**config.mk**
```make
export PLATFORM = sky130hd
export DESIGN_NAME = dmem_ctrl
export DESIGN_NICKNAME = d
export VERILOG_FILES = /design/src/rtl/mem_pkg.sv /design/src/rtl/dmem_rr_arb.sv /design/src/rtl/dmem_ctrl.sv
export SDC_FILE = /design/constraint.sdc
export NUM_CORES = 1
export LEC_CHECK = 0
export BUFFER_PORTS_ARGS = -buffer_cell sky130_fd_sc_hd__buf_2
export CAP_MARGIN = 40
export CORE_ASPECT_RATIO = 0.5
export CORE_MARGIN = 1
export CORE_UTILIZATION = 30
export CTS_CLUSTER_SIZE = 30
export DETAILED_ROUTE_END_ITERATION = 6
export GPL_ROUTABILITY_DRIVEN = 0
export SLEW_MARGIN = 40
export SYNTH_ARGS = -nofsm -noshare
export SYNTH_HDL_FRONTEND = slang
export SYNTH_SLANG_ARGS = --single-unit
```
**constraint.sdc**
```tcl
create_clock -name clk -period 2.4 [get_ports clk]
set_input_delay 0.36 -clock clk [delete_from_list [all_inputs] [get_ports clk]]
set_output_delay 0.36 -clock clk [all_outputs]
set_load 0.01 [all_outputs]
```
**src/rtl/mem_pkg.sv**
```systemverilog
// rtl/mem_pkg.sv - shared types and helpers for the data memory controller
package mem_pkg;

  typedef enum logic [2:0] {
    AM_LB  = 3'b000,
    AM_LH  = 3'b001,
    AM_LW  = 3'b010,
    AM_LBU = 3'b011,
    AM_LHU = 3'b100,
    AM_SB  = 3'b101,
    AM_SH  = 3'b110,
    AM_SW  = 3'b111
  } addr_mode_t;

  typedef enum logic [2:0] {
    IDLE,
    CPU_ACC,
    DMA_RD,
    DMA_WR,
    DMA_FIN
  } ctrl_state_t;

  // A load is the only safe value to leave on the port between accesses.
  localparam addr_mode_t IDLE_MODE = AM_LW;

  function automatic logic is_store(input addr_mode_t m);
    return m >= AM_SB;
  endfunction

endpackage

```
**src/rtl/dmem_rr_arb.sv**
```systemverilog
// rtl/dmem_rr_arb.sv - two-way round-robin arbiter, bit 0 = cpu, bit 1 = dma
module dmem_rr_arb (
  input  logic       clk,
  input  logic       rst_n,
  input  logic [1:0] req,
  input  logic       en,
  output logic [1:0] grant
);

  // 1 = dma held the last grant; resets to dma so the cpu wins the first tie.
  logic last_grant;

  always_comb begin
    grant = 2'b00;
    case (req)
      2'b01:   grant = 2'b01;
      2'b10:   grant = 2'b10;
      2'b11:   grant = last_grant ? 2'b01 : 2'b10;
      default: grant = 2'b00;
    endcase
  end

  always_ff @(posedge clk) begin
    if (!rst_n) begin
      last_grant <= 1'b1;
    end else if (en && (grant != 2'b00)) begin
      last_grant <= grant[1];
    end
  end

endmodule

```
**src/rtl/dmem_ctrl.sv**
```systemverilog
// rtl/dmem_ctrl.sv - shares one data memory port between cpu accesses and dma word bursts
module dmem_ctrl
  import mem_pkg::*;
#(
  parameter int DATA_WIDTH = 32,
  parameter int ADDR_WIDTH = 32,
  parameter int BURST_MAX  = 16,
  parameter int LEN_W      = $clog2(BURST_MAX + 1)
) (
  input  logic                  clk,
  input  logic                  rst_n,
  input  logic                  cpu_req_valid,
  output logic                  cpu_req_ready,
  input  logic [2:0]            cpu_addr_mode,
  input  logic [ADDR_WIDTH-1:0] cpu_addr,
  input  logic [DATA_WIDTH-1:0] cpu_wdata,
  output logic                  cpu_rsp_valid,
  output logic [DATA_WIDTH-1:0] cpu_rdata,
  input  logic                  dma_req_valid,
  output logic                  dma_req_ready,
  input  logic                  dma_write,
  input  logic [ADDR_WIDTH-1:0] dma_base,
  input  logic [LEN_W-1:0]      dma_len,
  input  logic                  dma_beat_valid,
  output logic                  dma_beat_ready,
  input  logic [DATA_WIDTH-1:0] dma_wdata,
  output logic                  dma_rsp_valid,
  output logic [DATA_WIDTH-1:0] dma_rdata,
  output logic                  dma_done,
  output logic [2:0]            mem_addr_mode,
  output logic [ADDR_WIDTH-1:0] mem_addr,
  output logic [DATA_WIDTH-1:0] mem_wdata,
  input  logic [DATA_WIDTH-1:0] mem_rdata
);

  ctrl_state_t           state;
  addr_mode_t            mode_q;
  logic [ADDR_WIDTH-1:0] addr_q;
  logic [DATA_WIDTH-1:0] wdata_q;
  logic [ADDR_WIDTH-1:0] base_q;
  logic [LEN_W-1:0]      len_q;
  logic [LEN_W-1:0]      cnt_q;

  logic [1:0]            grant;
  logic                  idle_ok;
  logic                  cpu_fire;
  logic                  dma_fire;
  logic [LEN_W-1:0]      len_sat;
  logic [ADDR_WIDTH-1:0] beat_addr;
  logic                  last_beat;
  addr_mode_t            mode_d;

  assign idle_ok       = (state == IDLE) && rst_n;
  assign cpu_req_ready = idle_ok && !grant[1];
  assign dma_req_ready = idle_ok && !grant[0];
  assign cpu_fire      = cpu_req_valid && cpu_req_ready;
  assign dma_fire      = dma_req_valid && dma_req_ready;

  assign len_sat   = (dma_len > LEN_W'(BURST_MAX)) ? LEN_W'(BURST_MAX) : dma_len;
  assign beat_addr = base_q + ADDR_WIDTH'({cnt_q, 2'b00});
  assign last_beat = (cnt_q == len_q - LEN_W'(1));

  assign dma_beat_ready = (state == DMA_WR) && rst_n;

  dmem_rr_arb u_arb (
    .clk   (clk),
    .rst_n (rst_n),
    .req   ({dma_req_valid, cpu_req_valid}),
    .en    (idle_ok),
    .grant (grant)
  );

  // The port is gated by rst_n so a reset cycle can never carry a store.
  always_comb begin
    mode_d    = IDLE_MODE;
    mem_addr  = '0;
    mem_wdata = '0;
    if (rst_n) begin
      case (state)
        CPU_ACC: begin
          mode_d    = mode_q;
          mem_addr  = addr_q;
          mem_wdata = wdata_q;
        end
        DMA_RD: begin
          mode_d   = AM_LW;
          mem_addr = beat_addr;
        end
        DMA_WR: begin
          if (dma_beat_valid) begin
            mode_d    = AM_SW;
            mem_addr  = beat_addr;
            mem_wdata = dma_wdata;
          end
        end
        default: ;
      endcase
    end
  end

  assign mem_addr_mode = mode_d;

  always_ff @(posedge clk) begin
    if (!rst_n) begin
      state         <= IDLE;
      mode_q        <= IDLE_MODE;
      addr_q        <= '0;
      wdata_q       <= '0;
      base_q        <= '0;
      len_q         <= '0;
      cnt_q         <= '0;
      cpu_rsp_valid <= 1'b0;
      cpu_rdata     <= '0;
      dma_rsp_valid <= 1'b0;
      dma_rdata     <= '0;
      dma_done      <= 1'b0;
    end else begin
      cpu_rsp_valid <= 1'b0;
      dma_rsp_valid <= 1'b0;
      dma_done      <= 1'b0;
      case (state)
        IDLE: begin
          if (cpu_fire) begin
            mode_q  <= addr_mode_t'(cpu_addr_mode);
            addr_q  <= cpu_addr;
            wdata_q <= cpu_wdata;
            state   <= CPU_ACC;
          end else if (dma_fire) begin
            base_q <= {dma_base[ADDR_WIDTH-1:2], 2'b00};
            len_q  <= len_sat;
            cnt_q  <= '0;
            if (len_sat == '0) begin
              dma_done <= 1'b1;
              state    <= DMA_FIN;
            end else begin
              state <= dma_write ? DMA_WR : DMA_RD;
            end
          end
        end
        CPU_ACC: begin
          if (!is_store(mode_q)) cpu_rdata <= mem_rdata;
          cpu_rsp_valid <= 1'b1;
          state         <= IDLE;
        end
        DMA_RD: begin
          dma_rdata     <= mem_rdata;
          dma_rsp_valid <= 1'b1;
          cnt_q         <= cnt_q + LEN_W'(1);
          if (last_beat) begin
            dma_done <= 1'b1;
            state    <= DMA_FIN;
          end
        end
        DMA_WR: begin
          if (dma_beat_valid) begin
            cnt_q <= cnt_q + LEN_W'(1);
            if (last_beat) begin
              dma_done <= 1'b1;
              state    <= DMA_FIN;
            end
          end
        end
        DMA_FIN: state <= IDLE;
        default: state <= IDLE;
      endcase
    end
  end

endmodule
```
==> impl_metrics.py, run 1 <==
metrics = {
    "synth": {
        "synth_area_per_cell_um2": 7.65,
        "synth_top_area_share_pct": 43.1,
        "ys_top_cells_by_count": "nand2_1, dfxtp_1, nand3_1, a21boi_0, o21ai_0",
        "synth_area_mm2": 0.00828,
        "synth_most_common_cell": "nand2_1",
        "synthesis.nets": 1264,
        "synth_async_sr_flop_share_pct": 0,
        "syn_inst": 1082,
        "synth_seq_area_share_pct": 43.1,
        "synthFlopType": "dfxtp_1",
        "yosys.area.top_type": "dfxtp_1",
        "synth_edf_count": 0,
        "yosysWarnings": 0,
        "synth_seq_cells": 178,
        "synth.distinct_cells": 53,
        "synth_area_leaders": "dfxtp_1, nand2_1, a21boi_0, nand3_1, o21ai_0",
    },
    "power_and_ir_drop": {
        "p_per_area_mw_per_mm2": 744,
        "swShare_pct": 32.8,
        "ir_drop_mv": 0.420,
        "p_sw_mw": 2.74,
        "pwr-share-seq_pct": 43.1,
        "leakagePower_nw": 4.95,
        "combPwrFrac_pct": 22.4,
        "power.share.clock_pct": 34.5,
        "intPower_mw": 5.61,
    },
    "setup_path": {
        "worst_ep_arrival_time_ns": 2.49,
        "r2r-end": "dma_done",
        "rrSetupSlack_ns": 0.23,
        "path_class": "reg2out",
        "start_kind": "flip-flop",
        "cp_max_fo": 2,
        "reg2reg_depth": 7,
        "critPathRequiredTime_ns": 2.04,
        "endpoint_kind": "primary output",
        "timing.rr.start": "len_q[0]",
    },
    "timing": {
        "relSlewSlack_pct": 54.7,
        "setup_violations": 27,
        "period_minus_slack_ns": 2.85,
        "setup_ws_ns": -0.455,
        "rsz0062_at_grt": "yes",
        "clock_skew_ns": 0.0117,
        "finalSetupTns_ns": -9.17,
        "fmax_ghz": 0.350,
        "min_period_over_period_pct": 119,
        "tightest_slew_ns": 0.680,
        "hold_viol": 0,
        "slew_viol_final": 0,
    },
    "clocking": {
        "clock_latency_ns": 0.44,
        "root_buffer": "clkbuf_16",
        "cts_tree": "done",
        "cts_buffer_depth": 2,
        "path_clk_slew_ns": 0.08,
        "hold_buffers": 0,
        "cts_buffers": 17,
        "cts_sinks": 178,
        "ctsHtreeMaxLevel": 4,
    },
    "outcome": {
        "violations": "setup timing",
        "run_status": "finished, violations left",
    },
    "global_routing": {
        "overflow": 0,
        "grt_max_degree": 168,
        "grt_first_pass_wirelength_um": 41900,
        "grt_pass1_vias": 7939,
        "grt_antenna_before_repair": 2,
        "grt_usage_pct": 18.7,
    },
    "die": {
        "ios": 311,
        "die-area_mm2": 0.0283,
        "core_mm2": 0.0267,
        "placement_rows": 42,
        "start_util_pct": 30.9,
        "die_y_um": 119,
        "die_width_um": 237,
    },
    "placement": {
        "hpwl_um": 18900,
        "numPortBuffers": 308,
        "dpl_cell_area_mm2": 0.0103,
    },
    "finish": {
        "seqCellArea_mm2": 0.00357,
        "fin_area_mm2": 0.0112,
        "layout-drive-gt1-share_pct": 31.8,
        "final_nets": 1561,
        "area_growth_pct": 35.7,
        "fill_cells": 2741,
        "multi_input_area_mm2": 0.00455,
    },
    "worst_hold_path": {
        "hold_start": "cpu_addr[24]",
        "min-delay-path-class": "in2reg",
        "whs_path_depth": 3,
        "worst_hold_path.endpoint": "addr_q[24]",
    },
    "detailed_routing": {
        "routed_wire_length_per_instance_um": 15.6,
        "drc": 0,
        "firstDrtPassIters": 5,
        "drtIter0Drc": 549,
        "vias_per_cell": 4.86,
        "routed_wl_um": 27300,
        "ant_nets": 0,
        "num_vias": 8490,
    },
    "flow_run": {
        "maxCapViolations": 0,
    },
}
## power groups by stage
stage / clock [mW] / combinational (mW) / sequential (mW)
6_report: 2.89 / 1.87 / 3.60
2_1_floorplan: 0 / 1.03 / 3.67
3_3_place_gp: 0 / 1.82 / 3.63
3_5_place_dp: 0 / 1.86 / 3.64
4_1_cts: 2.95 / 1.88 / 3.59
5_1_grt: 3.10 / 2.07 / 3.65
## worst max path at each step
stage,from,depth (start not counted),slack [ns],endpoint
2_1_floorplan,cnt_q[0],9,0.009,mem_addr[10]
3_3_place_gp,base_q[2],10,-0.07,mem_addr[26]
3_5_place_dp,cnt_q[0],10,-0.12,mem_addr[26]
4_1_cts,base_q[2],11,-0.47,mem_addr[20]
5_1_grt,cnt_q[0],10,-0.53,mem_addr[26]
6_report,cnt_q[0],11,-0.45,mem_addr[6]
## placed cells by master, fill, tap and decap left out, drive strengths merged, types with 3 or more instances in the layout
cell      synthesis  routed
nand2           370     370
o2111ai           6       6
a21o              6       6
o211ai            4       4
and3             12      12
and4              6       6
nand3            77      77
a211oi            7       7
mux2i             3       3
o21ai            64      64
xor2             14      14
a2111oi           5       5
and2              6       6
nand3b            4       4
xnor2            19      19
clkbuf           53      17
a21oi            16      16
ha                7       7
a22oi            35      35
clkinvlp          0       4
nand4             4       5
a21boi           68      68
or3               3       3
nand2b            8       8
dfxtp           178     178
nor2b             5       5
diode             0       3
nor2             52      52
nor3              5       5
inv              10      17
buf              25     355
## stage by stage
stage | total power, mW | setup WS, ns | hold WS [ns] | instances | utilization (%)
floorplan | 4.70 | 0.00874 | 0.430 | 1082 | -
global placement | 5.45 | -0.0724 | 0.439 | 1696 | 38.5
detailed placement | 5.50 | -0.118 | 0.442 | 1696 | 38.5
CTS | 8.43 | -0.466 | 0.0722 | 1732 | 41.5
global route | 8.81 | -0.528 | 0.0899 | 1746 | 42.0
finish | 8.36 | -0.455 | 0.0963 | 1747 | 42.0
## state kept, by name, indices dropped and copies added, names as in the netlist
register and count:
dma_done 1, state 3, wdata_q 32, u_arb.last_grant 1, cpu_rdata 32, mode_q 3, base_q 30, dma_rdata 32
cpu_rsp_valid 1, addr_q 32, len_q 5, cnt_q 5, dma_rsp_valid 1
## layer usage
layer	up-vias	share of wire, %	global-route usage (%)
met5	-	0	0
met3	27	3.3	3.08
li1	4223	-	-
met1	4049	46	24.0
met4	0	1.8	7.39
met2	191	49	31.3
## cell type report
type / instances / area share, %
antenna: 3 / 0.0668
clock buffer: 17 / 3.79
clock inverter: 15 / 1.54
inverter: 10 / 0.334
multi-input combinational: 817 / 40.5
sequential: 178 / 31.8
tap: 352 / 3.92
timing repair buffer: 355 / 18.0
## critical path, cell delays in order, from the launching register on
cell	delay [ns]
dfxtp_2	0.36
ha_4	0.14
inv_2	0.03
fa_2	0.35
nand2b_4	0.16
buf_4	0.13
buf_4	0.12
nand2b_1	0.06
a211oi_1	0.07
or3_1	0.33
a21oi_2	0.15
buf_2	0.15
## cells by family after synthesis
family                   Yosys count  share of synthesized area, %
AND/OR/NAND/NOR                  553                          28.8
XOR/XNOR                          33                          3.49
AO/OA/AOI/OAI                    219                          18.7
multiplexers                       3                         0.363
flip-flops                       178                          43.1
adder cells (fa/ha/maj)            8                          1.30
buffers and inverters             88                          4.29
## repair_timing
action                     CTS  global route
setup endpoints to repair   64            39
setup buffers                3            12
gates resized for setup     44            14
hold endpoints to repair     0             0
gates cloned                 1             1
pin swaps                    9            14
Power figures use the tool's default switching activity.
==> run 2, diff against run 1 <==
Settings changed: SKIP_CTS_REPAIR_TIMING set to 1.
==> impl_metrics.py, run 2 (same netlist as run 1, synthesis figures left out) <==
metrics = {
    "worst_hold_path": {
        "whs_path_depth": 3,
        "hold_start": "cpu_addr[24]",
        "worst_hold_path.endpoint": "addr_q[24]",
        "min-delay-path-class": "in2reg",
    },
    "detailed_routing": {
        "num_vias": 8430,
        "routed_wl_um": 27100,
        "ant_nets": 0,
        "drc": 0,
        "vias_per_cell": 4.84,
        "routed_wire_length_per_instance_um": 15.6,
        "firstDrtPassIters": 5,
        "drtIter0Drc": 555,
    },
    "global_routing": {
        "use_met1_pct": 23.6,
        "grt_max_degree": 168,
        "grt_first_pass_wirelength_um": 41400,
        "grt_usage_pct": 18.5,
        "grt_antenna_before_repair": 3,
        "overflow": 0,
        "use_met3_pct": 3.04,
        "gr-max-usage-layer": "met2",
        "grt_pass1_vias": 7903,
        "use_met2_pct": 31.1,
    },
    "setup_path": {
        "reg2reg_depth": 7,
        "cp_slowest_cell": "dfxtp_2",
        "critPathRequiredTime_ns": 2.04,
        "start_kind": "flip-flop",
        "crit_buf_inv": 3,
        "path_class": "reg2out",
        "worst_ep_arrival_time_ns": 2.49,
        "r2r-end": "dma_done",
        "endpoint_kind": "primary output",
        "cpPeakStageDelay_ns": 0.35,
        "timing.rr.start": "len_q[0]",
        "cp_top_family": "compound AO/OA/AOI/OAI gates",
        "crit_chain": "ha_4, inv_2, fa_2, nand2b_4, a21oi_4, buf_12, o2111ai_4, xor2_1, o21ai_1, buf_2",
        "cp_max_fo": 7,
        "rrSetupSlack_ns": 0.25,
    },
    "power_and_ir_drop": {
        "combPwrFrac_pct": 22.5,
        "swShare_pct": 32.8,
        "intPower_mw": 5.61,
        "power.share.clock_pct": 34.5,
        "ir_drop_mv": 0.520,
        "p_per_area_mw_per_mm2": 741,
        "total_power_mw": 8.35,
        "leakagePower_nw": 4.94,
        "pwr-share-seq_pct": 43.0,
        "p_sw_mw": 2.74,
    },
    "clocking": {
        "cts_sinks": 178,
        "clock_latency_ns": 0.44,
        "root_buffer": "clkbuf_16",
        "cts_buffer_depth": 2,
        "cts_tree": "done",
        "ctsHtreeMaxLevel": 4,
        "cts_buffers": 17,
        "path_clk_slew_ns": 0.08,
    },
    "timing": {
        "period_minus_slack_ns": 2.85,
        "relSlewSlack_pct": 54.7,
        "hold_viol": 0,
        "setup_violations": 27,
        "setup_ws_ns": -0.453,
        "rsz0062_at_grt": "yes",
        "tightest_slew_ns": 0.679,
        "clock_skew_ns": 0.0106,
        "slew_viol_final": 0,
        "fmax_ghz": 0.351,
        "min_period_over_period_pct": 119,
    },
    "finish": {
        "final_cell_mix": "nand2_1, buf_2, dfxtp_1, nand3_1, a21boi_0",
        "mostFrequentLayoutCell": "nand2_1",
        "utilization_pct": 42.1,
        "final_cells": 1742,
        "layout-drive-gt1-share_pct": 31.6,
        "area_growth_pct": 36.2,
        "fill_cells": 2729,
        "final_nets": 1555,
    },
    "die": {
        "placement_rows": 42,
        "die_y_um": 119,
        "ios": 311,
        "start_util_pct": 30.9,
        "core_mm2": 0.0267,
        "die-area_mm2": 0.0283,
        "die_width_um": 237,
    },
    "flow_run": {
        "maxCapViolations": 0,
    },
    "outcome": {
        "run_status": "finished, violations left",
        "violations": "setup timing",
    },
    "placement": {
        "hpwl_um": 18900,
        "numPortBuffers": 308,
        "place_inst": 1696,
    },
}
[run 2: cell type report]
type / count / area, µm² / share of cell area (%)
clock inverter: 15 / 173 / 1.53
clock buffer: 17 / 425 / 3.77
tap: 352 / 440 / 3.91
inverter: 10 / 37.5 / 0.333
multi-input combinational: 816 / 4580 / 40.6
timing repair buffer: 350 / 2030 / 18.1
antenna: 4 / 10.0 / 0.0888
sequential: 178 / 3570 / 31.7
[run 2: metrics by stage]
step	setup WS [ns]	area [µm²]	TNS (ns)	hold slack (ns)
final	-0.453	11300	-8.43	0.0941
after global routing	-0.545	11300	-11.20	0.0853
after CTS	-0.603	10900	-14.24	0.0722
after detailed placement	-0.118	10300	-0.382	0.442
after floorplan	0.00874	8280	0	0.430
after global placement	-0.0724	10300	-0.113	0.439
[run 2: worst reg2reg max path: cells and delay by family, from the launching register on]
family,cells,cell delay [ns]
flops,1,0.42
compound gates,2,0.81
simple gates,1,0.17
xor+xnor,1,0.14
fa+ha+maj,1,0.31
buf+inv,2,0.25
[run 2: worst max path at each step]
stage / start / end / slack (ns) / cells past startpoint
global placement: base_q[2] / mem_addr[26] / -0.07 / 10
detailed placement: cnt_q[0] / mem_addr[26] / -0.12 / 10
global route: base_q[2] / mem_addr[30] / -0.55 / 10
floorplan: cnt_q[0] / mem_addr[10] / 0.009 / 9
finish: base_q[2] / mem_addr[30] / -0.45 / 10
CTS: cnt_q[0] / mem_addr[26] / -0.60 / 10
[run 2: per-layer routing]
layer	vias to the layer above	wire length, µm
li1	4215	-
met1	4007	12500
met2	176	13300
met3	32	893
met4	0	519
met5	-	0
[run 2: power by group through the flow]
stage          logic, mW  clock network (mW)  registers (mW)
3_5_place_dp        1.86                   0            3.64
3_3_place_gp        1.82                   0            3.63
4_1_cts             1.86                2.95            3.58
6_report            1.87                2.88            3.59
2_1_floorplan       1.03                   0            3.67
5_1_grt             2.07                3.10            3.64
==> run 3, diff against run 2 <==
Settings changed: CORE_ASPECT_RATIO 0.5 to 1.75, SKIP_CTS_REPAIR_TIMING 1 to not set.
==> impl_metrics.py, run 3 (same netlist as run 1, synthesis figures left out) <==
metrics = {
    "placement": {
        "hpwl_um": 20500,
        "dpl_cell_area_mm2": 0.0104,
        "dp_slack_ns": -0.0790,
        "numPortBuffers": 308,
    },
    "die": {
        "placement_rows": 80,
        "die_y_um": 222,
        "start_util_pct": 30.4,
        "die_width_um": 128,
        "core_mm2": 0.0272,
        "die-area_mm2": 0.0283,
        "ios": 311,
    },
    "timing": {
        "fmax_ghz": 0.351,
        "setup_ws_ns": -0.447,
        "relSlewSlack_pct": 54.8,
        "rsz0062_at_grt": "yes",
        "hold_viol": 0,
        "slew_viol_final": 0,
        "tightest_slew_ns": 0.677,
        "period_minus_slack_ns": 2.85,
        "clock_skew_ns": 0.0127,
        "finalSetupTns_ns": -9.84,
        "setup_violations": 28,
        "min_period_over_period_pct": 119,
    },
    "setup_path": {
        "cp_max_fo": 6,
        "path_class": "reg2out",
        "cpPeakStageDelay_ns": 0.36,
        "crit_buf_inv": 3,
        "worst_ep_arrival_time_ns": 2.49,
        "endpoint_kind": "primary output",
        "cp_slowest_cell": "dfxtp_2",
        "start_kind": "flip-flop",
        "crit_chain": "ha_4, inv_2, fa_2, nand2b_4, a21oi_4, clkbuf_16, o2111ai_1, xor2_1, o21ai_1, buf_2",
        "cp_top_family": "adder cells",
        "critPathRequiredTime_ns": 2.04,
    },
    "global_routing": {
        "grt_usage_pct": 20.1,
        "overflow": 0,
        "grt_max_degree": 72,
        "grt_first_pass_wirelength_um": 43700,
        "grt_pass1_vias": 8143,
        "grt_antenna_before_repair": 5,
    },
    "finish": {
        "area_growth_pct": 35.7,
        "final_nets": 1557,
        "layout-drive-gt1-share_pct": 31.1,
        "fin_area_mm2": 0.0112,
        "utilization_pct": 41.2,
        "final_cell_mix": "nand2_1, buf_2, dfxtp_1, nand3_1, a21boi_0",
        "mostFrequentLayoutCell": "nand2_1",
    },
    "detailed_routing": {
        "routed_wl_um": 28700,
        "firstDrtPassIters": 5,
        "vias_per_cell": 4.87,
        "drtIter0Drc": 390,
        "ant_nets": 0,
        "routed_wire_length_per_instance_um": 16.3,
        "num_vias": 8577,
        "drc": 0,
    },
    "clocking": {
        "ctsHtreeMaxLevel": 4,
        "cts_buffers": 17,
        "clock_latency_ns": 0.45,
        "cts_tree": "done",
        "cts_buffer_depth": 2,
        "path_clk_slew_ns": 0.08,
        "root_buffer": "clkbuf_16",
        "cts_sinks": 178,
    },
    "worst_hold_path": {
        "min-delay-path-class": "in2reg",
    },
    "power_and_ir_drop": {
        "p_per_area_mw_per_mm2": 741,
        "leakagePower_nw": 4.96,
        "p_sw_mw": 2.82,
        "pwr-share-seq_pct": 43.1,
        "power.share.clock_pct": 33.3,
        "combPwrFrac_pct": 23.6,
        "ir_drop_mv": 0.485,
        "swShare_pct": 33.9,
        "intPower_mw": 5.50,
        "total_power_mw": 8.32,
    },
    "outcome": {
        "violations": "setup timing",
        "run_status": "finished, violations left",
    },
    "flow_run": {
        "maxCapViolations": 0,
    },
}
## run 3: stage by stage
step	std cells	hold slack, ns
2_1_floorplan	1082	0.430
3_3_place_gp	1718	0.438
3_5_place_dp	1718	0.446
4_1_cts	1753	0.0474
5_1_grt	1758	0.0684
6_report	1760	0.0798
## run 3: worst register-to-register path, stage by stage, from the launching register on
cell and delay (ns):
dfxtp_1 0.42, inv_1 0.08, ha_1 0.30, xnor2_1 0.14
a2111oi_2 0.46, nand3_1 0.16, a221oi_1 0.27
## run 3: final cells by class
type,instances,area (µm²)
flip-flops and latches,178,3570
fillers,2868,16000
multi-input cells,816,4530
repair buffers,352,2040
well taps,369,462
inverters,10,37.5
clock buffers,18,439
clock inverters,14,139
diodes,3,7.51
## run 3: metal layers
| layer | vias to the layer above | GRT usage (%) | part of all wire [%] |
|---|---|---|---|
| met3 | 70 | 4.03 | 5.5 |
| met5 | - | 0 | 0.077 |
| met1 | 3986 | 21.7 | 39 |
| met4 | 4 | 11.4 | 4.2 |
| met2 | 299 | 36.2 | 51 |
| li1 | 4218 | - | - |
## run 3: timing repair
| action | 4_1_cts | 5_1_grt |
|---|---|---|
| cloned | 1 | 1 |
| hold buffers | 0 | 0 |
| pin swaps | 12 | 12 |
| gates resized for setup | 40 | 10 |
| endpoints found under the setup margin | 62 | 32 |
| buffers inserted | 2 | 3 |
## run 3: final timing paths
path	from	endpoint	slack, ns	cells after the start
setup reg to reg	len_q[0]	dma_done	0.47	6
hold / removal	cpu_wdata[29]	wdata_q[29]	0.08	3
hold reg to reg	addr_q[29]	addr_q[29]	0.45	2
setup / recovery	base_q[2]	mem_addr[30]	-0.45	10
## run 3: power by group through the flow
stage	clock network, mW	logic (mW)	registers (mW)
global placement	0	1.89	3.63
global route	2.97	2.17	3.62
CTS	2.87	1.94	3.58
floorplan	0	1.03	3.67
detailed placement	0	1.91	3.64
finish	2.77	1.96	3.58
